## src/rtl/pipe_ctrl_pkg.sv

```systemverilog
// Shared types and defaults for the pipeline hazard/flush controller.
package pipe_ctrl_pkg;

  localparam int unsigned REG_W     = 5;
  localparam int unsigned CNT_W_DEF = 16;

  typedef enum logic {
    RUN = 1'b0,
    LU  = 1'b1
  } state_t;

endpackage

```

## src/rtl/pipe_ctrl_lu_detect.sv

```systemverilog
// Load-use hazard comparator: the load in EX writes a register the ID instruction reads.
module lu_detect
  import pipe_ctrl_pkg::*;
(
  input  logic             ex_memread,
  input  logic [REG_W-1:0] ex_rt,
  input  logic [REG_W-1:0] id_rs,
  input  logic [REG_W-1:0] id_rt,
  input  logic             id_uses_rt,
  output logic             lu_haz
);

  // Register zero is never a real dependency.
  assign lu_haz = ex_memread && (ex_rt != '0) &&
                  ((ex_rt == id_rs) || (id_uses_rt && (ex_rt == id_rt)));

endmodule

```

## src/rtl/pipe_ctrl.sv

```systemverilog
// Pipeline controller: load-use stall, redirect flush, external hold, with event counters.
module pipe_ctrl
  import pipe_ctrl_pkg::*;
#(
  parameter int unsigned CNT_W = CNT_W_DEF
) (
  input  logic             clk,
  input  logic             rst,
  input  logic [REG_W-1:0] id_rs,
  input  logic [REG_W-1:0] id_rt,
  input  logic             id_uses_rt,
  input  logic             ex_memread,
  input  logic [REG_W-1:0] ex_rt,
  input  logic             mem_redirect,
  input  logic             ext_hold,
  output logic             pc_we,
  output logic             ifid_we,
  output logic             ifid_flush,
  output logic             idex_bubble,
  output logic             exmem_flush,
  output logic             pipe_we,
  output logic             ex_valid,
  output logic [CNT_W-1:0] stall_cnt,
  output logic [CNT_W-1:0] flush_cnt
);

  state_t state, state_nxt;
  logic   lu_haz;
  logic   ex_valid_nxt;
  logic   stall_inc;
  logic   flush_inc;

  lu_detect u_lu_detect (
    .ex_memread (ex_memread),
    .ex_rt      (ex_rt),
    .id_rs      (id_rs),
    .id_rt      (id_rt),
    .id_uses_rt (id_uses_rt),
    .lu_haz     (lu_haz)
  );

  always_ff @(posedge clk) begin
    if (rst) begin
      state     <= RUN;
      ex_valid  <= 1'b0;
      stall_cnt <= '0;
      flush_cnt <= '0;
    end else begin
      state    <= state_nxt;
      ex_valid <= ex_valid_nxt;
      if (stall_inc && (stall_cnt != {CNT_W{1'b1}})) begin
        stall_cnt <= stall_cnt + CNT_W'(1);
      end
      if (flush_inc && (flush_cnt != {CNT_W{1'b1}})) begin
        flush_cnt <= flush_cnt + CNT_W'(1);
      end
    end
  end

  // Priority: rst > ext_hold > mem_redirect > load-use (RUN only) > normal flow.
  always_comb begin
    pc_we        = 1'b1;
    ifid_we      = 1'b1;
    pipe_we      = 1'b1;
    ifid_flush   = 1'b0;
    idex_bubble  = 1'b0;
    exmem_flush  = 1'b0;
    state_nxt    = state;
    ex_valid_nxt = ex_valid;
    stall_inc    = 1'b0;
    flush_inc    = 1'b0;

    if (rst) begin
      pc_we       = 1'b0;
      ifid_we     = 1'b0;
      ifid_flush  = 1'b1;
      idex_bubble = 1'b1;
      exmem_flush = 1'b1;
      state_nxt   = RUN;
    end else if (ext_hold) begin
      pc_we   = 1'b0;
      ifid_we = 1'b0;
      pipe_we = 1'b0;
    end else if (mem_redirect) begin
      ifid_flush   = 1'b1;
      idex_bubble  = 1'b1;
      exmem_flush  = 1'b1;
      state_nxt    = RUN;
      ex_valid_nxt = 1'b0;
      flush_inc    = 1'b1;
    end else if ((state == RUN) && lu_haz) begin
      pc_we        = 1'b0;
      ifid_we      = 1'b0;
      idex_bubble  = 1'b1;
      state_nxt    = LU;
      ex_valid_nxt = 1'b0;
      stall_inc    = 1'b1;
    end else begin
      state_nxt    = RUN;
      ex_valid_nxt = 1'b1;
    end
  end

endmodule

```

## config.mk

```make
export PLATFORM = sky130hd
export DESIGN_NAME = pipe_ctrl
export DESIGN_NICKNAME = d
export VERILOG_FILES = /design/src/rtl/pipe_ctrl_pkg.sv /design/src/rtl/pipe_ctrl_lu_detect.sv /design/src/rtl/pipe_ctrl.sv
export SDC_FILE = /design/constraint.sdc
export NUM_CORES = 1
export LEC_CHECK = 0
export BUFFER_PORTS_ARGS = -buffer_cell sky130_fd_sc_hd__buf_2
export CORE_MARGIN = 2
export CORE_UTILIZATION = 25
export DETAILED_ROUTE_END_ITERATION = 10
export GPL_TIMING_DRIVEN = 1
export SYNTH_ARGS = -nofsm -noshare
export SYNTH_HDL_FRONTEND = slang
export SYNTH_SLANG_ARGS = --single-unit
```

## constraint.sdc

```tcl
create_clock -name clk -period 2.82 [get_ports clk]
set_clock_uncertainty 0.2 [all_clocks]
set_input_delay 0.282 -clock clk [delete_from_list [all_inputs] [get_ports clk]]
set_output_delay 0.282 -clock clk [all_outputs]
set_load 0.05 [all_outputs]
```

==> results of run 1 <==
sequential cells by signal, indices dropped and copies added, names as in the netlist:
register and count:
state 1, ex_valid 1, stall_cnt 16, flush_cnt 16
worst min-delay path, stage by stage:
cell and delay, ns:
buf_2 0.15, nand2_1 0.09, o22ai_1 0.07
cell usage after synthesis (4+ instances only):
cell type,count,area (sq um)
inv_1,5,18.77
nand3_1,12,60.06
nor3_1,4,20.02
xor2_1,9,78.83
o31ai_1,11,82.58
nand2_1,20,75.07
clkbuf_1,4,15.01
a21oi_1,16,80.08
or4_1,14,105.1
nor2_1,20,75.07
nor4_1,8,50.05
and3_1,5,31.28
nand4_1,15,93.84
dfxtp_1,34,680.7
xnor2_1,10,87.58
final timing paths:
kind	to	slack, ns
max	pc_we	0.56
min	state$_SDFFE_PP0N_	0.16
max reg2reg	flush_cnt[4]$_SDFFE_PP0P_	0.67
min reg2reg	ex_valid$_SDFFE_PP0N_	0.28
where the power goes:
group          switching, mW  total [mW]  internal (mW)
combinational         0.0756       0.110         0.0344
sequential           0.00192       0.484          0.483
clock                  0.171       0.341          0.170
total                  0.248       0.935          0.687
metal layers:
metal	global-route usage	share of wire
met1	0.1471	0.47
met2	0.1998	0.47
met3	0.03451	0.051
met4	0.03109	0.010
met5	0	0
cells by family (layout without fill, tap and decap cells):
group	after synthesis	count (layout)	synth area share
and+or+nand+nor	114	114	0.3363
AOI/OAI and AO/OA	42	42	0.1441
DFF	34	34	0.3498
xor gates and xnor gates	19	19	0.08553
buffers and inverters	15	74	0.03858
muxes	6	6	0.03280
adders and majority gates	2	2	0.01286
cell type report:
cell class	count	area share
multi-input cells	183	0.4935
flip-flops and latches	34	0.2823
inverters	5	0.007784
well taps	102	0.05293
clock buffers	7	0.03166
repair buffers	62	0.1318
through the flow:
| stage | utilization | hold slack [ns] |
|---|---|---|
| after floorplan | - | 0.2726 |
| after global placement | 0.3053 | 0.2650 |
| after detailed placement | 0.3053 | 0.2669 |
| after CTS | 0.3153 | 0.1444 |
| after global routing | 0.3153 | 0.1638 |
| final | 0.3153 | 0.1578 |
==> qor.yml, run 1 <==
hpwl_mm: 3.755
cts-root-buf: "clkbuf_8"
antenna_found_initial: 0
cts_max_path_buffers: 2
wl_mm: 5.041
p_total_mw: 0.9351
syn_area_sq_um: 1946
cp_top_family: "buffers and inverters"
reg2reg_from: "flush_cnt[1]$_SDFFE_PP0P_"
drtIter0Drc: 62
grt_setup_unrepaired: "no"
worst_path_most_repeated_cell: "buf_2"
drive_gt1_frac: 0.2474
start_util: 0.2544
timing.final.crit_share: 0.8018
critPathMaxFanout: 31
crit_start: "ex_rt[3]"
power_leakage_nw: 0.9327
fin_nets: 314
cp_slowest_cell: "o31a_1"
hold_depth: 3
grt_max_degree: 32
slowest_delay_ns: 0.33
viasPerCell: 4.987
hold_violations: 0
grt_use_total: 0.1183
cp-end-kind: "output port"
antenna_left: 0
grt_pass1_wl_mm: 8.266
grt.overflow.total: 0
io_buffer_count: 59
dpl_cell_area_sq_um: 2335
start_kind: "input port"
worstSkewPairLatency_ns: 0.28
synth_seq_area_share: 0.3498
status: "completed"
holdBufCountCts: 0
synthArstFlopShare: 0
placed_cells: 386
die_height_um: 92.22
syn_inst: 232
htree_levels: 2
powerDensity_nw_per_um2: 387.8
hold_class: "input port to flip-flop"
r2r_cells: 6
core-area_sq_um: 7647
avgSynthCellArea_sq_um: 8.386
ys_warn_count: 0
clkTransAtPathRegs_ns: 0.07
stdcell_count: 393
gp_congestion: 0.8050
n_antenna_cell: 0
vdd_ir_drop_max_uv: 177.8
crit_chain: "buf_2, xor2_1, nor4_1, a32oi_1, buf_4, o31a_1, buf_2"
fp.dieArea_sq_um: 8505
drv_cap: 0
yosysUniqueCellTypes: 41
timing.final.ws_setup_ns: 0.5590
drc: 0
io_pins: 60
tightest_slew_ns: 0.5503
syn-num-nets: 255
pre_cts_ws_ns: 0.5448
fin_area_sq_um: 2411
fmax_mhz: 442.3
min-delay-start: "ext_hold"
grt_pass1_vias: 1786
finalWorstPathRequiredPeriod_ns: 2.261
clock_sinks: 34
multi_input_area_sq_um: 1190
drt_pass1_iterations: 4
synth_edf_count: 0
maxSlewHeadroom: 0.6311
final_common_cell: "buf_2"
critPathArrivalTime_ns: 1.78
slew_viol_final: 0
cts_resized: 0
final_cell_mix: "buf_2, dfxtp_1, nor2_1, nand2_1, a21oi_1"
rows: 32
cts_tree: "done"
setup_viol: 0
path_depth: 7
die_width_um: 92.22
synth_seq_cells: 34
wire_per_inst_um: 12.83
cp.buffers_inverters: 3
setup-tns-final_ns: 0
fill_cells: 815
cp.required_ns: 2.34
critPathKind: "input port to output port"
register_area_sq_um: 680.7
post-cts-setup-buffers: 0
ys_dominant_reg_cell: "dfxtp_1"
vias: 1960
area_delta_synth_final_pct: 23.92
cts_buffers: 5
No activity file was read; power rests on OpenSTA's default activity.
==> inputs of run 2 (changes only) <==
Settings changed: ABC_AREA from default to 1.
Clock period 2.82 ns to 2.07 ns, I/O delays scaled along.
==> qor.yml, run 2 <==
maxSlewHeadroom: 0.7128  # +0.08166
cts_buffers: 5  # unchanged
core-area_sq_um: 8175  # +6.9%
pre_cts_ws_ns: 0.1716  # -0.3731 ns
synth_seq_cells: 34  # unchanged
critPathKind: "input port to output port"
wl_mm: 5.513  # +9.4%
hpwl_mm: 4.069  # +8.4%
status: "completed"
worstSkewPairLatency_ns: 0.29  # about the same
drv_cap: 0  # unchanged
avgSynthCellArea_sq_um: 6.286  # -25%
grt_max_degree: 28  # -13%
wire_per_inst_um: 10.85  # -15%
setup_viol: 0  # unchanged
synth_edf_count: 0  # unchanged
fill_cells: 924  # +13%
yosys-top-cells-area: "dfxtp_1, nand2_1, nor2_1"
finalWorstPathRequiredPeriod_ns: 1.945
reg_top3: "flush_cnt (16), stall_cnt (16)"
grt_setup_unrepaired: "no"
antenna_left: 0  # unchanged
synth_common_cells: "nand2_1, nor2_1, inv_1, dfxtp_1, nand3_1"
hold_class: "input port to flip-flop"
grt.overflow.total: 0  # unchanged
timing.final.ws_setup_ns: 0.1251  # -0.4338 ns
io_buffer_count: 59  # unchanged
fin_area_sq_um: 2659  # +10%
syn_inst: 335  # +44%
drc: 0  # unchanged
ys_warn_count: 0  # unchanged
syn_area_sq_um: 2106  # +8.2%
power_leakage_nw: 1.300  # +39%
synth_top_area_frac: 0.3232  # -0.02661
start_kind: "input port"
yosysTopAreaCell: "dfxtp_1"
drtIter0Drc: 56  # -9.7%
fmax_mhz: 514.2
n_antenna_cell: 0  # unchanged
slew_viol_final: 0  # unchanged
final_cell_mix: "nand2_1, buf_2, nor2_1"
drt_pass1_iterations: 4  # unchanged
vdd_ir_drop_max_uv: 212.0  # +19%
io_pins: 60  # unchanged
synth_seq_area_share: 0.3232  # -0.02661
clock_sinks: 34  # unchanged
cp-end-kind: "output port"
setup-tns-final_ns: 0  # unchanged
yosysUniqueCellTypes: 27  # -34%
cts-root-buf: "clkbuf_8"
critPathMaxFanout: 6  # -81%
register_area_sq_um: 685.7  # +0.74%
rows: 33  # +3.1%
holdWs_ns: 0.06097  # -0.09683 ns
synth_most_common_cell: "nand2_1"
powerDensity_nw_per_um2: 508.0  # +31%
grt_use_total: 0.1249  # +0.006662
viasPerCell: 4.465  # -10%
timing.final.crit_share: 0.9395
dpl_cell_area_sq_um: 2492  # +6.8%
multi_input_area_sq_um: 1190  # unchanged
start_util: 0.2576  # +0.003158
fin_nets: 425  # +35%
htree_levels: 2  # unchanged
tightest_slew_ns: 0.4292  # -0.1211 ns
grt_pass1_vias: 2067  # +16%
area_delta_synth_final_pct: 26.26
clkTransAtPathRegs_ns: 0.07  # about the same
hold_violations: 0  # unchanged
gp_congestion: 0.8635  # +7.3%
cp.required_ns: 1.66  # -0.68 ns
antenna_found_initial: 0  # unchanged
synthArstFlopShare: 0  # unchanged
vias: 2268  # +16%
syn-num-nets: 358  # +40%
critPathArrivalTime_ns: 1.54  # -0.24 ns
cts_tree: "done"
grt_pass1_wl_mm: 9.142  # +11%
fp.dieArea_sq_um: 9173  # +7.9%
ys_dominant_reg_cell: "dfxtp_1"
die_height_um: 95.78  # +3.9%
cts_max_path_buffers: 2  # unchanged
final_common_cell: "nand2_1"
die_width_um: 95.78  # +3.9%
drive_gt1_frac: 0.2481  # +0.0007163
[run 2: cell types whose count changed after synthesis, moves of 5 or more]
cell / before / now
nand4_1: 15 / 8
or4_1: 14 / 0
o31ai_1: 11 / 0
inv_2: 0 / 10
nand2_1: 20 / 88
xor2_1: 9 / 3
nor2_1: 20 / 52
xnor2_1: 10 / 5
a21oi_1: 16 / 22
nor4_1: 8 / 0
o21ai_0: 3 / 9
nand3_1: 12 / 33
inv_1: 5 / 39
[run 2: layer usage]
layer | GRT usage | wire length, um
met4 | 0.04524 | 66
met2 | 0.2127 | 2651
met5 | 0 | 0
met3 | 0.02976 | 240
met1 | 0.1530 | 2554
[run 2: kinds of logic (layout without fill, tap and decap cells)]
logic type	Yosys count	after routing	share of synthesized area
AND/OR/NAND/NOR	200	200	0.4314
buffers and inverters	58	126	0.1194
flip-flops	34	34	0.3232
AO/OA/AOI/OAI	33	33	0.08081
XOR/XNOR	8	8	0.03328
adder cells (fa/ha/maj)	2	2	0.01188
[run 2: report_power, final]
group          switching (mW)  leakage, nW  internal (mW)
registers             0.00318        0.276          0.658
clock network           0.255       0.0482          0.269
logic                   0.112        0.976         0.0542
[run 2: final cells by class]
type,instances,share of cell area
clock inverters,1,0.001882
repair inverters,1,0.001882
multi-input cells,243,0.4475
well taps,105,0.04941
flip-flops and latches,34,0.2579
repair buffers,68,0.1384
clock buffers,7,0.03247
inverters,49,0.07059
[run 2: per-stage QoR]
step	power, mW	std cells	utilization
after floorplan	0.7869	335	-
after global placement	0.8308	493	0.3049
after detailed placement	0.8337	493	0.3049
after CTS	1.375	502	0.3173
after global routing	1.428	508	0.3252
final	1.351	508	0.3252
[run 2: worst paths after layout]
kind                             startpoint                          to  slack, ns  depth (start not counted)
hold reg to reg       ex_valid$_SDFFE_PP0N_       ex_valid$_SDFFE_PP0N_       0.25                          2
setup / recovery                   ext_hold                 idex_bubble       0.13                          5
setup reg to reg  stall_cnt[0]$_SDFFE_PP0P_  stall_cnt[14]$_SDFFE_PP0P_       0.18                          8
hold / removal                          rst   flush_cnt[0]$_SDFFE_PP0P_       0.06                          2
[run 2: timing repair]
action | 4_1_cts | 5_1_grt
setup endpoints to repair | 0 | 10
hold buffers | 1 | 0
setup buffers | 0 | 5
resized for setup | 0 | 5
hold endpoints to repair | 1 | 0
[run 2: critical path, cell delays in order]
cell	delay, ns
dlygate4sd3_1	0.54
buf_2	0.16
o21ai_1	0.20
o21bai_1	0.16
clkbuf_4	0.26
